`src/rtl/egg_timer_controller_if.sv`:
```
// Front-panel / setting-bank / display bundle for the egg timer controller.
// Buttons are debounced one-cycle pulses; setD is sampled every cycle and all outputs are registered-state decodes.
interface egg_timer_controller_if;
  logic       setBtn;
  logic       startBtn;
  logic       stopBtn;
  logic [3:0] setD0;
  logic [3:0] setD1;
  logic [3:0] setD2;
  logic [3:0] setD3;
  logic       isSecond;
  logic       isMinute;
  logic [3:0] disp0;
  logic [3:0] disp1;
  logic [3:0] disp2;
  logic [3:0] disp3;
  logic       running;
  logic       alarm;
  logic [2:0] state;

  modport slave (
    input  setBtn, startBtn, stopBtn, setD0, setD1, setD2, setD3,
    output isSecond, isMinute, disp0, disp1, disp2, disp3, running, alarm, state
  );

  modport master (
    output setBtn, startBtn, stopBtn, setD0, setD1, setD2, setD3,
    input  isSecond, isMinute, disp0, disp1, disp2, disp3, running, alarm, state
  );
endinterface

```
`src/rtl/egg_timer_controller.sv`:
```
// Egg timer sequencer: setting-mode strobes, MM:SS BCD countdown from a prescaled tick,
// and a timed alarm at 00:00. Outputs are Moore decodes of the registered state.
module egg_timer_controller #(
  parameter int unsigned TICK_DIV    = 50000000,
  parameter int unsigned ALARM_TICKS = 10
) (
  input  logic                  clk,
  input  logic                  reset,
  egg_timer_controller_if.slave bus
);
  localparam int PW = $clog2(TICK_DIV);
  localparam int AW = $clog2(ALARM_TICKS + 1);
  localparam logic [PW-1:0] PRESC_LAST = PW'(TICK_DIV - 1);
  localparam logic [AW-1:0] ALARM_LAST = AW'(ALARM_TICKS - 1);

  typedef enum logic [2:0] {
    IDLE    = 3'd0,
    SET_SEC = 3'd1,
    SET_MIN = 3'd2,
    RUN     = 3'd3,
    PAUSE   = 3'd4,
    DONE    = 3'd5
  } state_t;

  state_t        state_q, state_d;
  logic [15:0]   cnt_q, cnt_d;
  logic [PW-1:0] presc_q, presc_d;
  logic [AW-1:0] alm_q, alm_d;

  logic [15:0] setd;
  logic [15:0] dec;
  logic        b0, b1, b2;
  logic        tick;
  logic        any_btn;

  assign setd    = {bus.setD3, bus.setD2, bus.setD1, bus.setD0};
  assign any_btn = bus.setBtn | bus.startBtn | bus.stopBtn;
  assign tick    = ((state_q == RUN) || (state_q == DONE)) && (presc_q == PRESC_LAST);

  // BCD borrow chain: seconds tens wrap to 5, other digits wrap to 9.
  always_comb begin
    b0         = (cnt_q[3:0] == 4'd0);
    b1         = b0 && (cnt_q[7:4] == 4'd0);
    b2         = b1 && (cnt_q[11:8] == 4'd0);
    dec[3:0]   = b0 ? 4'd9 : cnt_q[3:0] - 4'd1;
    dec[7:4]   = b0 ? ((cnt_q[7:4] == 4'd0) ? 4'd5 : cnt_q[7:4] - 4'd1) : cnt_q[7:4];
    dec[11:8]  = b1 ? ((cnt_q[11:8] == 4'd0) ? 4'd9 : cnt_q[11:8] - 4'd1) : cnt_q[11:8];
    dec[15:12] = b2 ? cnt_q[15:12] - 4'd1 : cnt_q[15:12];
  end

  always_ff @(posedge clk or negedge reset) begin
    if (!reset) begin
      state_q <= IDLE;
      cnt_q   <= '0;
      presc_q <= '0;
      alm_q   <= '0;
    end else begin
      state_q <= state_d;
      cnt_q   <= cnt_d;
      presc_q <= presc_d;
      alm_q   <= alm_d;
    end
  end

  always_comb begin
    state_d = state_q;
    cnt_d   = cnt_q;
    presc_d = presc_q;
    alm_d   = alm_q;
    // The prescaler advances on every RUN/DONE edge, including the edge that pauses.
    if ((state_q == RUN) || (state_q == DONE))
      presc_d = tick ? '0 : presc_q + PW'(1);
    case (state_q)
      IDLE, SET_SEC, SET_MIN: begin
        if (bus.stopBtn) begin
          state_d = IDLE;
        end else if (bus.startBtn) begin
          if (setd != 16'h0000) begin
            state_d = RUN;
            cnt_d   = setd;
            presc_d = '0;
          end
        end else if (bus.setBtn) begin
          case (state_q)
            IDLE:    state_d = SET_SEC;
            SET_SEC: state_d = SET_MIN;
            default: state_d = IDLE;
          endcase
        end
      end
      RUN: begin
        if (bus.stopBtn) begin
          state_d = PAUSE;
        end else if (tick) begin
          cnt_d = dec;
          if (dec == 16'h0000) state_d = DONE;
        end
      end
      PAUSE: begin
        if (bus.stopBtn) begin
          state_d = IDLE;
          cnt_d   = '0;
        end else if (bus.startBtn) begin
          state_d = RUN;
        end
      end
      DONE: begin
        if (any_btn || (tick && (alm_q == ALARM_LAST))) begin
          state_d = IDLE;
          alm_d   = '0;
          presc_d = '0;
        end else if (tick) begin
          alm_d = alm_q + AW'(1);
        end
      end
      default: state_d = IDLE;
    endcase
  end

  logic [15:0] disp;

  always_comb begin
    bus.isSecond = 1'b0;
    bus.isMinute = 1'b0;
    bus.running  = 1'b0;
    bus.alarm    = 1'b0;
    disp         = setd;
    case (state_q)
      SET_SEC: bus.isSecond = 1'b1;
      SET_MIN: bus.isMinute = 1'b1;
      RUN: begin
        bus.running = 1'b1;
        disp        = cnt_q;
      end
      PAUSE:   disp = cnt_q;
      DONE: begin
        bus.alarm = 1'b1;
        disp      = 16'h0000;
      end
      default: ;
    endcase
  end

  assign bus.state = state_q;
  assign bus.disp0 = disp[3:0];
  assign bus.disp1 = disp[7:4];
  assign bus.disp2 = disp[11:8];
  assign bus.disp3 = disp[15:12];
endmodule

```
`src/flat_wrapper.sv`:
```
// flat-port wrapper written by rule: the top's interface ports become plain ports
module egg_timer_controller_flat 
#(
  parameter int unsigned TICK_DIV    = 50000000,
  parameter int unsigned ALARM_TICKS = 10
)
  (clk, reset, bus_setBtn, bus_startBtn, bus_stopBtn, bus_setD0, bus_setD1, bus_setD2, bus_setD3, bus_isSecond, bus_isMinute, bus_disp0, bus_disp1, bus_disp2, bus_disp3, bus_running, bus_alarm, bus_state);
  egg_timer_controller_if bus_i ();
  input  logic clk;
  input  logic reset;
  input wire logic [$bits(bus_i.setBtn)-1:0] bus_setBtn;
  input wire logic [$bits(bus_i.startBtn)-1:0] bus_startBtn;
  input wire logic [$bits(bus_i.stopBtn)-1:0] bus_stopBtn;
  input wire logic [$bits(bus_i.setD0)-1:0] bus_setD0;
  input wire logic [$bits(bus_i.setD1)-1:0] bus_setD1;
  input wire logic [$bits(bus_i.setD2)-1:0] bus_setD2;
  input wire logic [$bits(bus_i.setD3)-1:0] bus_setD3;
  output wire logic [$bits(bus_i.isSecond)-1:0] bus_isSecond;
  output wire logic [$bits(bus_i.isMinute)-1:0] bus_isMinute;
  output wire logic [$bits(bus_i.disp0)-1:0] bus_disp0;
  output wire logic [$bits(bus_i.disp1)-1:0] bus_disp1;
  output wire logic [$bits(bus_i.disp2)-1:0] bus_disp2;
  output wire logic [$bits(bus_i.disp3)-1:0] bus_disp3;
  output wire logic [$bits(bus_i.running)-1:0] bus_running;
  output wire logic [$bits(bus_i.alarm)-1:0] bus_alarm;
  output wire logic [$bits(bus_i.state)-1:0] bus_state;
  assign bus_i.setBtn = bus_setBtn;
  assign bus_i.startBtn = bus_startBtn;
  assign bus_i.stopBtn = bus_stopBtn;
  assign bus_i.setD0 = bus_setD0;
  assign bus_i.setD1 = bus_setD1;
  assign bus_i.setD2 = bus_setD2;
  assign bus_i.setD3 = bus_setD3;
  assign bus_isSecond = bus_i.isSecond;
  assign bus_isMinute = bus_i.isMinute;
  assign bus_disp0 = bus_i.disp0;
  assign bus_disp1 = bus_i.disp1;
  assign bus_disp2 = bus_i.disp2;
  assign bus_disp3 = bus_i.disp3;
  assign bus_running = bus_i.running;
  assign bus_alarm = bus_i.alarm;
  assign bus_state = bus_i.state;
  egg_timer_controller #(.TICK_DIV(TICK_DIV), .ALARM_TICKS(ALARM_TICKS)) u_core (.clk(clk), .reset(reset), .bus(bus_i));
endmodule
```
`config.mk`:
```
export PLATFORM = sky130hd
export DESIGN_NAME = egg_timer_controller_flat
export DESIGN_NICKNAME = d
export VERILOG_FILES = /design/src/rtl/egg_timer_controller_if.sv /design/src/rtl/egg_timer_controller.sv /design/src/flat_wrapper.sv
export SDC_FILE = /design/constraint.sdc
export NUM_CORES = 1
export LEC_CHECK = 0
export CORE_UTILIZATION = 59
export CTS_CLUSTER_SIZE = 24
export DETAILED_ROUTE_END_ITERATION = 10
export GPL_ROUTABILITY_DRIVEN = 0
export PLACE_DENSITY = 0.95
export SYNTH_ARGS = -nofsm -noshare
export SYNTH_HDL_FRONTEND = slang
export SYNTH_SLANG_ARGS = --single-unit
```
`constraint.sdc`:
```
create_clock -name clk -period 3.25 [get_ports clk]
set_clock_uncertainty 0.1 [all_clocks]
set_input_delay 0.4875 -clock clk [delete_from_list [all_inputs] [get_ports clk]]
set_output_delay 0.4875 -clock clk [all_outputs]
set_load 0.01 [all_outputs]
```
==> out/results.ini <==
[die]
floorplan.rows=25
initial_core_util=0.6315
floorplan.die.height_um=74.04
core_area_um2=4848
die_width_um=74.04
total_die_area_um2=5481
io-pin-count=44

[yosys]
ys_seq_elements=49
ranking_of_synthesized_cells_by_area=dfrtp_1 40%, nor2_1 6.5%, xor2_1 4.9%
synth_async_sr_flop_share=1.000
synth_top_area_share=0.4005
synth_fp_nets=377
syn-instance-count=352
post_synth_instance_area_um2=3062
ys_dominant_reg_cell=dfrtp_1
yosysWarnings=0
largest_area_contributor_in_the_synthesized_netlist=dfrtp_1
synth-edff-count=0
yosys.cell_types.count=57
synth_sequential_area_ratio=0.4005
avgSynthCellArea_um2=8.698

[clock_network]
clock_path_buffers=2
h_tree_depth=2
worst_skew_pair.late_latency_ns=0.31
post_cts_buffers=0
clockRootBuffer=clkbuf_8
path_clk_slew_ns=0.09
tritoncts_clock_tree=done
ctsHoldBuffers=0
cts.sink_count=49
cts-buffers-inserted=5

[worst_setup_path]
worst_setup_path_end_kind=primary output
timing.setup.critical_path_class=reg -> out
regToRegEndpoint=u_core.cnt_q[12]$_DFFE_PN0P_
r2r_cells=6
worstPathMaxFanout=16
critical_path_arrival_ns=2.43
ff2ff_setup_slack_ns=0.55
worst_path_largest_cell_delay_ns=0.55
ff_to_ff_start=u_core.bus.state[2]$_DFFE_PN0P_
crit_path_top_delay_cell=clkdlybuf4s50_1
critical_path.startpoint_type=flip-flop
required_ns=2.66
path_cells=nand2_1 > or2_2 > o21ai_0 > buf_4 > a32o_1 > clkdlybuf4s50_1

[pwr]
power_density_normalized_to_cell_area_nw_per_um2=770.5
total_power_mw=2.822
worst_ir_drop_vdd_v=0.0005446
static-leakage-power_nw=1.499

[route]
route.antenna.remaining_nets=0
wl_um=7578
met2_wirelength_um=3684
met1Wirelength_um=3110
wl_cell_um=16.62
detail_route.iter0.violations=250
via_to_cell_ratio=6.491
detailroute.via_count=2960
top_layer_used=met4
met3_length_um=564
number_of_drc_violations_after_detailed_routing=0
firstDrtPassIters=5

[timing]
post-route-period-util=0.9288
maxClockFrequency_mhz=331.3
setup_repair_after_global_routing_missed_its_margin=no
timing_worst_slew_pin_value_ns=1.064
totalNegativeSetupSlack_ns=0
timing.final.hold_violations=0
setup_slack_ns=0.2313
timing.final.max_slew_violations=0
slew_headroom=0.2905
timing.final.setup_violations=0
post-route-min-period_ns=3.019

[layout]
fillCellCount=323
finalNetCount=413
post_route_cells_drive_above_1_share=0.07455
layout.cells.most_common_list=53 x nor2_1, 48 x dfrtp_1, 42 x clkdlybuf4s50_1
layout.cells.most_common=nor2_1
antenna_cells=0
area_growth_syn_to_layout_pct=19.62
final_core_utilization=0.7554

[global_route]
antenna_found_initial=0
grt_pass1_vias=2765
maximum_number_of_pins_on_one_net_before_global_route_repair=50
grt_first_pass_wirelength_um=12500
globalRouteTotalUtil=0.2934
grt_overflow=0

[place]
io_buffers=43
detailedPlacementHpwl_um=5359
place_worst_setup_slack_ns=0.5079

[hold_path]
hold_class=in -> async

[outcome]
status=finished, final reports clean

[run]
max_cap_violations=0

[metrics by stage]
| step | std cells | hold WS, ns | instance area [µm²] |
|---|---|---|---|
| floorplan | 352 | 0.09191 | 3062 |
| detailed placement | 448 | 0.3672 | 3523 |
| global placement | 448 | 0.3692 | 3523 |
| global route | 456 | 0.3386 | 3662 |
| CTS | 456 | 0.3104 | 3661 |
| finish | 456 | 0.2626 | 3662 |
[state kept, by name (all words and copies together) (netlist names)]
signal / cells
u_core.bus.state: 3
u_core.presc_q: 26
u_core.alm_q: 4
u_core.cnt_q: 16
[power by group]
part / switching (mW) / internal (mW)
Sequential: 0.192 / 0.732
Clock: 0.212 / 0.310
Combinational: 0.750 / 0.626
Total: 1.15 / 1.67
[synthesized netlist by cell type, drive strengths merged, types with 2 or more instances]
master   number
a211oi        2
a211o         2
and4          3
xnor2         8
buf           4
nand3        16
dfrtp        49
a22oi         4
nor3b         3
ha            4
or3           3
o31ai         2
xor2         18
a32o         14
or2           2
and3          7
nand2        22
nor3         14
nand2b        2
a22o          2
o21ai        36
nand4         8
nand3b        2
clkbuf       16
a21oi        14
nor4          9
nor4b         2
a31oi         2
a2bb2oi       2
inv           9
nor2         53
a32oi         6
[worst max path at each step]
stage                                         start  slack [ns]  cells past startpoint           end
floorplan           u_core.bus.state[1]$_DFFE_PN0P_        0.71                      7  bus_disp0[0]
global placement    u_core.bus.state[1]$_DFFE_PN0P_        0.61                      5  bus_disp1[0]
detailed placement  u_core.bus.state[1]$_DFFE_PN0P_        0.51                      6  bus_disp2[0]
CTS                 u_core.bus.state[1]$_DFFE_PN0P_        0.13                      6  bus_disp2[0]
global route        u_core.bus.state[2]$_DFFE_PN0P_        0.04                      5  bus_disp0[1]
finish              u_core.bus.state[1]$_DFFE_PN0P_        0.23                      6  bus_disp2[0]
[area by class of cell]
cell class                 count  area (µm²)  area share
multi-input combinational    274        1709      0.4667
tap                           67       83.83     0.02289
inverter                       9       33.78    0.009224
clock inverter                 3       68.82     0.01879
sequential                    49        1227      0.3352
timing repair buffer          49       470.5      0.1285
clock buffer                   5       68.82     0.01879
[worst max-delay path, delay by kind of cell, from the launching register on]
kind                   cells  cell delay [ns]
buffers and inverters      2             0.77
AOI/OAI and AO/OA          2             0.30
and+or+nand+nor            2             0.55
DFF                        1             0.50
[layer usage]
metal	GRT usage	up-vias
li1	-	1364
met1	0.3594	1407
met2	0.4909	160
met3	0.06775	29
met4	0.1368	0
met5	0	-
[logic make-up after synthesis]
group / Yosys count / synth area share
AND/OR/NAND/NOR: 151 / 0.2517
AO/OA/AOI/OAI: 93 / 0.2133
flip-flops: 49 / 0.4005
buffers and inverters: 29 / 0.04127
XOR/XNOR: 26 / 0.07683
adder cells (fa/ha/maj): 4 / 0.01635
[repair_timing]
action,4_1_cts,5_1_grt
hold endpoints to repair,0,0
setup endpoints to repair,0,6
gates resized for setup,0,1
No activity file was read; power rests on OpenSTA's default activity.
==> RTL change 1: new RTL, config.mk and constraints unchanged <==
`ALARM_TICKS` is set to 10 in 2 places; all go to 9.
--- a/src/rtl/egg_timer_controller.sv
+++ b/src/rtl/egg_timer_controller.sv
@@ -3,5 +3,5 @@
 module egg_timer_controller #(
   parameter int unsigned TICK_DIV    = 50000000,
-  parameter int unsigned ALARM_TICKS = 10
+  parameter int unsigned ALARM_TICKS = 9
 ) (
   input  logic                  clk,
--- a/src/flat_wrapper.sv
+++ b/src/flat_wrapper.sv
@@ -3,5 +3,5 @@
 #(
   parameter int unsigned TICK_DIV    = 50000000,
-  parameter int unsigned ALARM_TICKS = 10
+  parameter int unsigned ALARM_TICKS = 9
 )
   (clk, reset, bus_setBtn, bus_startBtn, bus_stopBtn, bus_setD0, bus_setD1, bus_setD2, bus_setD3, bus_isSecond, bus_isMinute, bus_disp0, bus_disp1, bus_disp2, bus_disp3, bus_running, bus_alarm, bus_state);
Function: same outputs for any inputs over 10 cycles, from zero or initial values and one cycle with reset low; that may be too few to reach the edited logic, so the function may still have changed.
==> RTL change 1 against the original RTL <==
  * Total power grew 1.5%
  * Core utilization is 1.9 points lower
  * Critical path depth up 1
  * Final area is 2.0% higher
  * Count of clock-buffer cells in the layout is 1 higher
  * Sequential cell count stayed put
  * Global-route usage shrank 0.084 points
  * Worst setup slack got worse by 8.5 ps
  * Area after synthesis grew 1.4%
  * First-iteration DRC count up 18%
  * Routed wire length down 0.30%
  * Worst hold slack better by 5.6 ps
  * Critical endpoint is now bus_disp3[1]
  * Largest cell class unchanged
  * Highest routed layer unchanged
==> RTL change 1: results (changes against the original RTL) <==
metric;value;unit;change
status;finished clean;;
flop-to-flop setup slack;510;ps;-40 ps
Worst-path clk slew;90;ps;about the same
Starting DRT DRC Count;296;;+18%
Critical Path AT;2440;ps;
Final nets;454;;+9.9%
FF-to-FF End;u_core.cnt_q[10]$_DFFE_PN0P_;;
worst-path maximum fanout;33;;+17
clk_lat worst skew;310;ps;about the same
clock buffer depth;2;;unchanged
commonest cells in the netlist;nand2_1, dfrtp_1, nor2_1;;
dpl cell area;0.00364;mm^2;+3.3%
crit-path max cell delay;640;ps;+90 ps
Synth Flop Type;dfrtp_1;;
vias in the first global route;2809;;+1.6%
P_leak;1.62;nW;+8.2%
wire length per cell;15.1;um;-9.1%
fraction of layout cells with a size suffix above 1;6.98;%;-0.48 points
Root Buffer;clkbuf_8;;
drt total wl;7560;um;-0.30%
Synth Area per Inst;8.02;um^2;-7.7%
syn nets;412;;+9.3%
worst r2r src;u_core.bus.state[1]$_DFFE_PN0P_;;
worst hold margin;268;ps;+5.58 ps
biggest regs;u_core.presc_q x26, u_core.cnt_q x16, u_core.alm_q x4;;
DRT Pass-1 Iters;5;;unchanged
hpwl dp;5310;um;-0.94%
delay-heaviest family, CP;buffers and inverters;;
pre-CTS WS;438;ps;-69.8 ps
IO Port Bufs;43;;unchanged
top post-synthesis cells by area;dfrtp_1, nand2_1, nand3_1;;
Crit-path slowest cell;dfrtp_1;;
worst min path class;in2async;;
GRT Util Overall;29.3;%;-0.084 points
path depth of the worst reg2reg path;8;;+2
Internal Power;0.00164;W;-1.8%
Inst Count DP;492;;+9.8%
Peak VDD IR;464;uV;-15%
Vias;3056;;+3.2%
initial antenna violation count;0;;unchanged
first-pass GRT wire length;12600;um;+0.50%
post-route ant nets;0;;unchanged
Ys Warns;0;;unchanged
diodes inserted;0;;unchanged
Tightest Pin Transition;1070;ps;+9.35 ps
post-synthesis sequential area ratio;39.5;%;-0.56 points
CTS Buf Count;5;;unchanged
post-synth cell types;45;;-21%
H-tree levels;2;;unchanged
largest net degree at the start of global routing;50;;unchanged
clk sinks;49;;unchanged
RTL change 1: changes by cell type after synthesis, moves of 4 or more:
cell     unedited run  this run
a22o_1              2        14
a22oi_1             4         0
a32o_1             14         2
a32oi_1             6         0
buf_2               1         5
nand2_1            22        66
nand3_1            16        33
nor2_1             53        41
o21ai_1            17         7
o31ai_1             2         6
RTL change 1: routing by layer:
layer | GRT usage (%) | routed length, um | vias up
li1 | - | - | 1457
met1 | 37.6 | 3180 | 1444
met2 | 49.5 | 3760 | 146
met3 | 5.56 | 536 | 9
met4 | 9.85 | 82 | 0
met5 | 0 | 0 | -
RTL change 1: final cells by class:
class / instances / area, um^2
Clock buffer: 6 / 82.6
Clock inverter: 2 / 13.8
Fill cell: 380 / 1340
Sequential cell: 49 / 1230
Tap cell: 70 / 87.6
Multi-Input combinational cell: 306 / 1760
Timing Repair Buffer: 54 / 520
Inverter: 13 / 48.8
RTL change 1: worst max path at each step:
stage / startpoint / endpoint / slack [ps] / depth (start not counted)
floorplan: u_core.bus.state[2]$_DFFE_PN0P_ / bus_disp0[1] / 670 / 8
global placement: u_core.bus.state[2]$_DFFE_PN0P_ / bus_disp3[2] / 520 / 6
detailed placement: u_core.bus.state[2]$_DFFE_PN0P_ / bus_disp3[2] / 440 / 6
CTS: u_core.bus.state[2]$_DFFE_PN0P_ / bus_disp3[2] / 60 / 6
global route: u_core.bus.state[2]$_DFFE_PN0P_ / bus_disp3[1] / 100 / 7
finish: u_core.bus.state[2]$_DFFE_PN0P_ / bus_disp3[1] / 220 / 7
RTL change 1: repair_timing:
action                                  CTS  global route
endpoints found under the setup margin    0            11
gates resized for setup                   0             1
hold buffers                              0             0
buffers inserted                          0             0
RTL change 1: kinds of logic (layout without fill, tap and decap cells):
kind of cell,after synthesis,after routing,synth area share (%)
muxes,1,1,0.363
DFF,49,49,39.5
and+or+nand+nor,201,201,31.1
AOI/OAI and AO/OA,74,74,15.8
buffers and inverters,32,75,4.07
adders and majority gates,4,4,1.61
xor gates and xnor gates,26,26,7.57
RTL change 1: worst reg2reg max path, stage by stage, from the launching register on:
cell and delay [ps]:
dfrtp_1 640, nand3b_1 280, inv_2 210, buf_4 190, nand3_1 120, or4b_2 690
o21ai_0 170, a21oi_1 80, a41oi_1 170
RTL change 1: power groups by stage:
| stage | combinational, W | sequential [W] | clock, W |
|---|---|---|---|
| floorplan | 0.000956 | 0.000876 | 0 |
| global placement | 0.00146 | 0.000957 | 0 |
| detailed placement | 0.00149 | 0.000959 | 0 |
| CTS | 0.00151 | 0.000951 | 0.000385 |
| global route | 0.00166 | 0.000984 | 0.000415 |
| finish | 0.00152 | 0.000963 | 0.000382 |
==> RTL change 2: new RTL, same flow settings <==
Made on the original files. Make the reset (`reset`) synchronous in one clocked block.
--- a/src/rtl/egg_timer_controller.sv
+++ b/src/rtl/egg_timer_controller.sv
@@ -49,5 +49,5 @@
   end
 
-  always_ff @(posedge clk or negedge reset) begin
+  always_ff @(posedge clk) begin
     if (!reset) begin
       state_q <= IDLE;
Behaviour: differs if reset is asserted again (counterexample within 4 cycles, from zero or initial values and one cycle with reset low); with reset held inactive, the same outputs for 10 cycles.
==> RTL change 2 against the original RTL <==
  * Count of clock-buffer cells in the layout stayed put
  * Final area up 0.58%
  * First-iteration DRC count down 17%
  * Die area is 1.4% higher
  * Sequential cell count did not move
  * Register-to-register slack worse by 100 ps
  * Worst setup slack got worse by 110 ps
  * Sequential share of layout area decreased by 6.9 points
  * Routed wire length grew 1.9%
  * Area after synthesis rose by 1.4%
  * Largest cell class unchanged
Power is not compared: it rests on default switching activity, and its combinational part moved more than twofold at a synthesized area within 25%.
==> RTL change 2: results (changes against the original RTL) <==
metric;value;unit;change
Critical Path AT;2550;ps;+120 ps
commonest cells in the netlist;nor2_1, dfxtp_1, nand2_1;;
biggest regs;u_core.presc_q x26, u_core.cnt_q x16, u_core.alm_q x4;;
syn nets;427;;+13%
critical path type;reg2out;;
Switching Fraction;28.2;%;
diodes inserted;0;;unchanged
Setup Buffers After CTS;0;;unchanged
Inst Count DP;495;;+10%
drt total wl;7720;um;+1.9%
largest net degree at the start of global routing;29;;-42%
CTS Buf Count;5;;unchanged
Vias;3103;;+4.8%
GRT Util Overall;28.9;%;-0.43 points
fraction of layout cells with a size suffix above 1;5.54;%;-1.9 points
status;finished clean;;
Root Buffer;clkbuf_8;;
clk_lat worst skew;310;ps;about the same
flop-to-flop setup slack;450;ps;-100 ps
clock buffer depth;2;;unchanged
Ys Warns;0;;unchanged
vias in the first global route;2844;;+2.9%
DRT Pass-1 Iters;5;;unchanged
Synth Area per Inst;7.78;um^2;-11%
H-tree levels;2;;unchanged
IO Port Bufs;43;;unchanged
Synth Flop Type;dfxtp_1;;
Final nets;460;;+11%
detailed-route vias per instance;6.17;;-5.0%
slew margin rel.;49.2;%;+20 points
complex-gate fraction of the synthesized area;20.0;%;-1.3 points
share of flip-flops with an asynchronous set or reset;0;%;-100 points
CP endpoint;bus_disp0[0];;
path depth of the worst reg2reg path;6;;unchanged
Worst-path clk slew;90;ps;about the same
top post-synthesis cells by area;dfxtp_1, nor2_1, xor2_1;;
post-CTS sizing;0;;unchanged
first-pass GRT wire length;12500;um;unchanged
Synth Area in Adders;2.82;%;+1.2 points
post-synthesis sequential area ratio;31.6;%;-8.5 points
FF-to-FF End;u_core.cnt_q[6]$_SDFFE_PN0P_;;
hold_buf cts;0;;unchanged
worst min path class;reg2reg;;
worst-path maximum fanout;21;;+5
initial antenna violation count;0;;unchanged
Starting DRT DRC Count;207;;-17%
final setup fails;0;;unchanged
worst r2r src;u_core.bus.state[2]$_SDFFE_PN0P_;;
hpwl dp;5430;um;+1.3%
multiplexer share of the synthesized area;1.29;%;+1.3 points
Peak VDD IR;276;uV;
post-synth cell types;51;;-11%
Post-Synth XOR/XNOR Area;8.18;%;+0.50 points
[RTL change 2: cell types whose count changed in the layout (fill, tap and decap cells not counted), sizes merged, moves of 4 or more]
cell    unedited run  this run
nand2             22        36
dfrtp             49         0
a32oi              6         0
a221oi             0         5
dfxtp              0        49
mux2i              0         4
o211ai             1         5
o21ai             36        28
a21boi             0        12
[RTL change 2: through the flow]
| step | area (um^2) | power [W] | hold slack [ps] | setup slack [ps] | util (%) |
|---|---|---|---|---|---|
| after floorplan | 3110 | 0.000815 | 344 | 859 | - |
| after global placement | 3570 | 0.000904 | 356 | 536 | 70.4 |
| after detailed placement | 3570 | 0.000912 | 380 | 536 | 70.4 |
| after CTS | 3680 | 0.00135 | 393 | 158 | 72.6 |
| after global routing | 3680 | 0.00141 | 427 | 17.4 | 72.6 |
| final | 3680 | 0.00135 | 402 | 117 | 72.6 |
[RTL change 2: worst min-delay path by stage]
stage	start	end	slack, ps	depth (start not counted)
CTS	u_core.presc_q[1]$_SDFF_PN0_	u_core.presc_q[1]$_SDFF_PN0_	390	2
global route	u_core.presc_q[1]$_SDFF_PN0_	u_core.presc_q[1]$_SDFF_PN0_	430	2
detailed placement	u_core.presc_q[1]$_SDFF_PN0_	u_core.presc_q[1]$_SDFF_PN0_	380	2
global placement	u_core.presc_q[1]$_SDFF_PN0_	u_core.presc_q[1]$_SDFF_PN0_	360	2
floorplan	u_core.presc_q[1]$_SDFF_PN0_	u_core.presc_q[1]$_SDFF_PN0_	340	2
finish	u_core.presc_q[1]$_SDFF_PN0_	u_core.presc_q[1]$_SDFF_PN0_	400	2
[RTL change 2: power by group through the flow]
| stage | combinational, W | clock (W) | sequential (W) |
|---|---|---|---|
| detailed placement | 0.000255 | 0 | 0.000657 |
| floorplan | 0.000170 | 0 | 0.000644 |
| global route | 0.000283 | 0.000479 | 0.000647 |
| finish | 0.000261 | 0.000448 | 0.000644 |
| CTS | 0.000257 | 0.000453 | 0.000643 |
| global placement | 0.000249 | 0 | 0.000655 |
[RTL change 2: area by class of cell]
class / instances / area, um^2
multi-input combinational: 314 / 1970
fill: 408 / 1390
sequential: 49 / 981
timing repair buffer: 50 / 483
tap: 70 / 87.6
clock buffer: 5 / 68.8
inverter: 12 / 45.0
clock inverter: 3 / 43.8
[RTL change 2: worst max-delay path: stages (launching register included)]
cell	delay, ps
dfxtp_1	600
nor3b_1	450
nor2_1	70
buf_4	220
o21ai_0	290
clkdlybuf4s50_1	600
[RTL change 2: layer usage]
layer | share of wire (%) | up-vias | global-route usage, %
met4 | 3.5 | 0 | 15.1
li1 | - | 1498 | -
met2 | 48 | 142 | 46.9
met3 | 7.0 | 27 | 5.56
met1 | 42 | 1436 | 36.4
met5 | 0 | - | 0
